==> config.mk <==
export PLATFORM = sky130hd
export DESIGN_NAME = decode_ctrl_stage
export DESIGN_NICKNAME = d
export VERILOG_FILES = /design/src/rtl/decode_ctrl_stage.sv
export SDC_FILE = /design/constraint.sdc
export NUM_CORES = 1
export LEC_CHECK = 0
export CAP_MARGIN = 25
export CORE_ASPECT_RATIO = 0.5
export CORE_UTILIZATION = 30
export CTS_BUF_LIST = sky130_fd_sc_hd__clkbuf_8
export CTS_CLUSTER_DIAMETER = 50
export DETAILED_ROUTE_END_ITERATION = 6
export MAX_ROUTING_LAYER = met4
export PLACE_DENSITY_LB_ADDON = 0.05
export SYNTH_ARGS = -nofsm -noshare
export SYNTH_HDL_FRONTEND = slang
export SYNTH_SLANG_ARGS = --single-unit
==> constraint.sdc <==
create_clock -name clk -period 2.1 [get_ports clk]
set_input_delay 0.21 -clock clk [delete_from_list [all_inputs] [get_ports clk]]
set_output_delay 0.21 -clock clk [all_outputs]
set_load 0.02 [all_outputs]
==> src/rtl/decode_ctrl_stage.sv <==
// Registered ID/EX control decoder with valid/ready handshake, load-use
// interlock, multi-cycle MUL/DIV issue blocking, flush and illegal flagging.
module decode_ctrl_stage #(
    parameter bit          EN_M       = 1'b1,
    parameter int unsigned MUL_CYCLES = 1,
    parameter int unsigned DIV_CYCLES = 32,
    parameter bit          EN_CSR     = 1'b1
) (
    input  logic       clk,
    input  logic       rst,
    input  logic       flush,
    input  logic       in_valid,
    output logic       in_ready,
    input  logic [4:0] op,
    input  logic [2:0] funct3,
    input  logic       funct7_0,
    input  logic [4:0] rs1,
    input  logic [4:0] rs2,
    input  logic [4:0] rd,
    output logic       out_valid,
    input  logic       out_ready,
    output logic       regWrite,
    output logic       memWrite,
    output logic       branch,
    output logic       jump,
    output logic       useF7,
    output logic       useRegAdd,
    output logic       aluSrcB,
    output logic       csrOp,
    output logic       mulDiv,
    output logic       illegal,
    output logic [2:0] immCntrl,
    output logic [1:0] aluSrcA,
    output logic [1:0] regSrc,
    output logic [4:0] out_rs1,
    output logic [4:0] out_rs2,
    output logic [4:0] out_rd
);

    localparam int unsigned MAX_CYC = (DIV_CYCLES > MUL_CYCLES) ? DIV_CYCLES : MUL_CYCLES;
    localparam int unsigned CNT_W   = (MAX_CYC > 1) ? $clog2(MAX_CYC) : 1;

    localparam logic [4:0] OP_R     = 5'b01100;
    localparam logic [4:0] OP_IARI  = 5'b00100;
    localparam logic [4:0] OP_LOAD  = 5'b00000;
    localparam logic [4:0] OP_STORE = 5'b01000;
    localparam logic [4:0] OP_BR    = 5'b11000;
    localparam logic [4:0] OP_JAL   = 5'b11011;
    localparam logic [4:0] OP_JALR  = 5'b11001;
    localparam logic [4:0] OP_AUIPC = 5'b00101;
    localparam logic [4:0] OP_LUI   = 5'b01101;
    localparam logic [4:0] OP_CSR   = 5'b11100;

    typedef enum logic {S_IDLE, S_BUSY} state_t;

    state_t           state_q;
    logic [CNT_W-1:0] cnt_q;
    logic [CNT_W-1:0] cnt_ld;

    logic       regWrite_d, memWrite_d, branch_d, jump_d, useF7_d, useRegAdd_d;
    logic       aluSrcB_d, csrOp_d, mulDiv_d, illegal_d;
    logic [2:0] immCntrl_d;
    logic [1:0] aluSrcA_d, regSrc_d;
    logic       use_rs1, use_rs2;
    logic       hazard, accept;

    // Instruction decode into next-state control fields
    always_comb begin
        regWrite_d  = 1'b1;
        memWrite_d  = 1'b0;
        branch_d    = 1'b0;
        jump_d      = 1'b0;
        useF7_d     = 1'b0;
        useRegAdd_d = 1'b0;
        csrOp_d     = 1'b0;
        mulDiv_d    = 1'b0;
        illegal_d   = 1'b0;
        immCntrl_d  = 3'd0;
        aluSrcA_d   = 2'd0;
        regSrc_d    = 2'd0;
        use_rs1     = 1'b1;
        use_rs2     = 1'b0;
        case (op)
            OP_R: begin
                use_rs2 = 1'b1;
                if (funct7_0) begin
                    if (EN_M) mulDiv_d = 1'b1;
                    else      illegal_d = 1'b1;
                end else begin
                    useF7_d = 1'b1;
                end
            end
            OP_IARI: begin
                if (funct3[1:0] == 2'b01) begin
                    immCntrl_d = 3'd1;
                    useF7_d    = 1'b1;
                end else begin
                    immCntrl_d = 3'd2;
                end
            end
            OP_LOAD: begin
                regSrc_d    = 2'd1;
                immCntrl_d  = 3'd2;
                useRegAdd_d = 1'b1;
            end
            OP_STORE: begin
                memWrite_d  = 1'b1;
                regWrite_d  = 1'b0;
                immCntrl_d  = 3'd3;
                useRegAdd_d = 1'b1;
                use_rs2     = 1'b1;
            end
            OP_BR: begin
                branch_d   = 1'b1;
                regWrite_d = 1'b0;
                immCntrl_d = 3'd4;
                use_rs2    = 1'b1;
            end
            OP_JAL: begin
                jump_d     = 1'b1;
                regSrc_d   = 2'd2;
                immCntrl_d = 3'd6;
                use_rs1    = 1'b0;
            end
            OP_JALR: begin
                jump_d      = 1'b1;
                regSrc_d    = 2'd2;
                immCntrl_d  = 3'd2;
                useRegAdd_d = 1'b1;
            end
            OP_AUIPC: begin
                immCntrl_d  = 3'd5;
                useRegAdd_d = 1'b1;
                aluSrcA_d   = 2'd1;
                use_rs1     = 1'b0;
            end
            OP_LUI: begin
                immCntrl_d  = 3'd5;
                useRegAdd_d = 1'b1;
                aluSrcA_d   = 2'd3;
                use_rs1     = 1'b0;
            end
            OP_CSR: begin
                if (EN_CSR) begin
                    csrOp_d   = 1'b1;
                    aluSrcA_d = 2'd3;
                end else begin
                    illegal_d = 1'b1;
                end
            end
            default: illegal_d = 1'b1;
        endcase
        // An illegal instruction carries only its flag downstream
        if (illegal_d) begin
            regWrite_d  = 1'b0;
            memWrite_d  = 1'b0;
            branch_d    = 1'b0;
            jump_d      = 1'b0;
            useF7_d     = 1'b0;
            useRegAdd_d = 1'b0;
            csrOp_d     = 1'b0;
            mulDiv_d    = 1'b0;
            immCntrl_d  = 3'd0;
            aluSrcA_d   = 2'd0;
            regSrc_d    = 2'd0;
        end
        aluSrcB_d = !branch_d && (immCntrl_d != 3'd0);
    end

    // Load-use interlock against the held entry, and the issue handshake
    always_comb begin
        hazard = out_valid && (regSrc == 2'd1) && (out_rd != 5'd0) &&
                 (((out_rd == rs1) && use_rs1) || ((out_rd == rs2) && use_rs2));
        in_ready = !rst && !flush && (state_q == S_IDLE) && !hazard &&
                   (!out_valid || out_ready);
        accept   = in_valid && in_ready;
        cnt_ld   = funct3[2] ? CNT_W'(DIV_CYCLES - 1) : CNT_W'(MUL_CYCLES - 1);
    end

    // Output register, valid tracking and IDLE/BUSY issue-blocking FSM
    always_ff @(posedge clk) begin
        if (rst) begin
            out_valid <= 1'b0;
            regWrite  <= 1'b0;
            memWrite  <= 1'b0;
            branch    <= 1'b0;
            jump      <= 1'b0;
            useF7     <= 1'b0;
            useRegAdd <= 1'b0;
            aluSrcB   <= 1'b0;
            csrOp     <= 1'b0;
            mulDiv    <= 1'b0;
            illegal   <= 1'b0;
            immCntrl  <= 3'd0;
            aluSrcA   <= 2'd0;
            regSrc    <= 2'd0;
            out_rs1   <= 5'd0;
            out_rs2   <= 5'd0;
            out_rd    <= 5'd0;
            cnt_q     <= '0;
            state_q   <= S_IDLE;
        end else if (flush) begin
            out_valid <= 1'b0;
            cnt_q     <= '0;
            state_q   <= S_IDLE;
        end else begin
            if (accept) begin
                out_valid <= 1'b1;
                regWrite  <= regWrite_d;
                memWrite  <= memWrite_d;
                branch    <= branch_d;
                jump      <= jump_d;
                useF7     <= useF7_d;
                useRegAdd <= useRegAdd_d;
                aluSrcB   <= aluSrcB_d;
                csrOp     <= csrOp_d;
                mulDiv    <= mulDiv_d;
                illegal   <= illegal_d;
                immCntrl  <= immCntrl_d;
                aluSrcA   <= aluSrcA_d;
                regSrc    <= regSrc_d;
                out_rs1   <= rs1;
                out_rs2   <= rs2;
                out_rd    <= rd;
            end else if (out_valid && out_ready) begin
                out_valid <= 1'b0;
            end
            if (state_q == S_BUSY) begin
                cnt_q <= cnt_q - CNT_W'(1);
                if (cnt_q == CNT_W'(1)) state_q <= S_IDLE;
            end else if (accept && mulDiv_d && (cnt_ld != '0)) begin
                cnt_q   <= cnt_ld;
                state_q <= S_BUSY;
            end
        end
    end

endmodule

==> impl_metrics.csv <==
group,metric,value,unit
status,status,"complete, but fails checks",
status,failed_checks,"setup timing",
drt,routed_wl,6530,µm
floorplan,fp-row-count,20,
drt,wl_per_cell,15.2,µm
setup_path,crit_path_end_kind,"register",
finish,drive_above_1_share,0.253,
finish,n_antenna_cell,0,
floorplan,fp.dieW,118,µm
sta,finalCritPeriodShare,1.05,
sta,whs,0.462,ns
drt,drc_errors,0,
sta,max_freq,0.453,GHz
setup_path,required,2.34,ns
cts,postCtsHoldBufs,0,
setup_path,slowest_delay,0.57,ns
global_route,grt_pass1_vias,2061,
synth,synth_fp_nets,277,
placed_design,port_buffers,62,
pwr,p_total,1.82,mW
synth,ys_types,46,
synth,netlist_area,2040,µm²
global_route,grt_pass1_wl,9960,µm
sta,setup_violations,13,
global_route,grt_overflow,0,
finish,final_nets,370,
synth,synthArstFlopShare,0,
sta,relSlewSlack,0.746,
finish,area_growth,63.8,%
setup_path,crit_type,"reg -> reg",
sta,fin_crit,2.21,ns
drt,drt_pre_antenna_iters,4,
cts,clockBufferDepth,2,
pwr,powerDensity,545,nW/µm²
synth,yosysWarningCount,0,
placed_design,pre_cts_slack,-0.471,ns
setup_path,cp_max_fo,5,
cts,tritoncts,"yes",
setup_path,worst-r2r-cell-count,7,
sta,worstMarginPinSlew,0.380,ns
sta,rsz0062_at_grt,"true",
drt,vias_per_cell,5.07,
placed_design,place_hpwl,4570,µm
drt,antenna_left,0,
cts,cts.sinks,39,
cts,clockRootBuffer,"clkbuf_8",
cts,numCtsBuffers,5,
global_route,grt_usage,0.188,
sta,maxSlewViolCount,0,
setup_path,critical_path.slowest_cell,"or4_4",
placed_design,place.gp.congestion,0.843,
pwr,swShare,0.267,
floorplan,die-area,7140,µm²
floorplan,core_region_area,6310,µm²
synth,synth_seq_cells,39,
sta,worst_slack,-0.106,ns
global_route,grt_max_degree,30,
drt,vias,2172,
worst_hold_path,hold_class,"reg -> reg",
job,maxCapViolations,0,
setup_path,critPathArrivalTime,2.45,ns
cts,cts_max_level,2,
setup_path,crit_chain,"or4_4, o2111ai_4, buf_6, o41ai_4, buf_4, or4_4, a21oi_2",
pwr,p_clk_frac,0.372,
sta,finalHoldViolCount,0,
pwr,seq_power_share,0.422,
pwr,p_switching,0.485,mW
pwr,ir_drop,0.000245,V
cts,clock_latency,0.31,ns
synth,ys.flop_type,"dfxtp_1",
pwr,p_int,1.33,mW
pwr,power.leakage,1.22,nW
setup_path,r2r_setup_slack,-0.11,ns
synth,netlist_instances,246,
global_route,grt_antenna_before_repair,0,
placed_design,dpl_cell_area,2990,µm²
pwr,comb_power_share,0.206,
synth,netlist.top_cell.by_area,"dfxtp_1",
worst_hold_path,holdPathStages,2,
synth,ys_seq_area_frac,0.384,
drt,dr.first_iter.drc_count,67,
floorplan,initial_utilization,0.323,
cts,clkTransAtPathRegs,0.08,ns
synth,synthTopCellsByArea,"dfxtp_1 38%, a21oi_1 7.4%, o21ai_0 6.6%",
finish,finalInstanceArea,3330,µm²
setup_path,crit_path_frequent_cell,"or4_4",
sta,finClkSkew,0.00681,ns
floorplan,die_h,60.3,µm
synth,syn_avg_cell_area,8.28,µm²
synth,synth-edff-count,0,
setup_path,startpoint_type,"register",
synth,yosysTopAreaCellShare,0.384,
floorplan,io_pins,63,
## metal layers
layer | vias up | GRT usage | routed length [µm]
li1 | 1079 | - | -
met1 | 1051 | 0.236 | 3260
met2 | 35 | 0.306 | 3000
met3 | 7 | 0.0468 | 212
met4 | 0 | 0.0506 | 53
met5 | - | - | 0
## timing repair
action	in CTS	in global routing
gates resized for setup	31	29
buffers inserted	2	6
hold endpoints to repair	0	0
setup endpoints to repair	19	40
pin swaps	7	10
gates cloned	0	1
## cell usage in the layout, fill, tap and decap left out, drive strengths merged, types with 2 or more instances in the layout
cell	count
o21ai	27
mux2i	5
dfxtp	39
buf	44
nand4	3
clkdlybuf4s50	59
xor2	3
xnor2	11
nor3	6
nand2b	2
a21oi	30
or4	4
o21a	4
a211oi	4
clkinv	2
ha	2
or2	2
nor2b	3
o31ai	2
inv	7
nor2	7
nand3	21
nand2	13
o211a	2
nor3b	4
clkbuf	7
o31a	5
and2	4
## cell type report
| class | count | area (µm²) |
|---|---|---|
| flip-flops and latches | 39 | 782 |
| fillers | 617 | 2970 |
| multi-input cells | 179 | 1250 |
| clock inverters | 2 | 35.0 |
| clock buffers | 6 | 82.6 |
| inverters | 8 | 30.0 |
| well taps | 88 | 110 |
| repair buffers | 106 | 1040 |
## flip-flops by register name, summed over array words and instances (netlist names), 2 cells and up
signal    count
cnt_q         5
immCntrl      3
out_rd        5
aluSrcA       2
out_rs1       5
regSrc        2
out_rs2       5
## stage by stage
step                TNS [ns]   util  cells
finish                -0.421  0.529    428
global route           -1.78  0.529    428
CTS                   -0.982  0.502    421
detailed placement    -12.38  0.473    411
global placement      -10.21  0.473    411
floorplan                  0      -    246
## power groups by stage
stage	clock network [mW]	logic (mW)	registers, mW
3_3_place_gp	0	0.330	0.782
6_report	0.675	0.375	0.767
4_1_cts	0.684	0.344	0.766
2_1_floorplan	0	0.131	0.804
5_1_grt	0.714	0.401	0.769
3_5_place_dp	0	0.330	0.783
## path summary, 6_finish.rpt
kind,start,end
max,out_rd[2]$_SDFFE_PP0P_,memWrite$_SDFFE_PP0P_
min,branch$_SDFFE_PP0P_,branch$_SDFFE_PP0P_
max reg2reg,out_rd[2]$_SDFFE_PP0P_,memWrite$_SDFFE_PP0P_
min reg2reg,branch$_SDFFE_PP0P_,branch$_SDFFE_PP0P_
## cells by family (layout without fill, tap and decap cells)
kind of cell             after synthesis  in the layout  synth area share
multiplexers                           6              6            0.0301
XOR/XNOR                              14             14            0.0602
buffers and inverters                 28            122            0.0553
AND/OR/NAND/NOR                       75             75             0.202
adder cells (fa/ha/maj)                2              2            0.0123
AO/OA/AOI/OAI                         82             82             0.257
flip-flops                            39             39             0.384
## cell usage after synthesis, types with 2 or more instances
cell	count
mux2i_1	5
or2_2	2
nand3_1	21
o21ai_0	27
o211a_1	2
o21a_1	4
o31a_1	5
and2_1	4
xnor2_1	11
a211oi_1	4
a21oi_1	30
or4_1	3
nor3_1	6
nand2b_1	2
buf_1	2
nor2_1	6
buf_2	6
ha_1	2
nand2_1	13
nor3b_1	4
inv_1	7
xor2_1	3
nor2b_1	3
nand4_1	3
dfxtp_1	39
clkbuf_1	12
## worst max-delay path: cells and delay by family (launching register included)
kind	cells	cell delay [ns]
buf+inv	2	0.30
flops	1	0.32
simple gates	2	1.04
compound gates	3	0.48
Power figures use the tool's default switching activity.
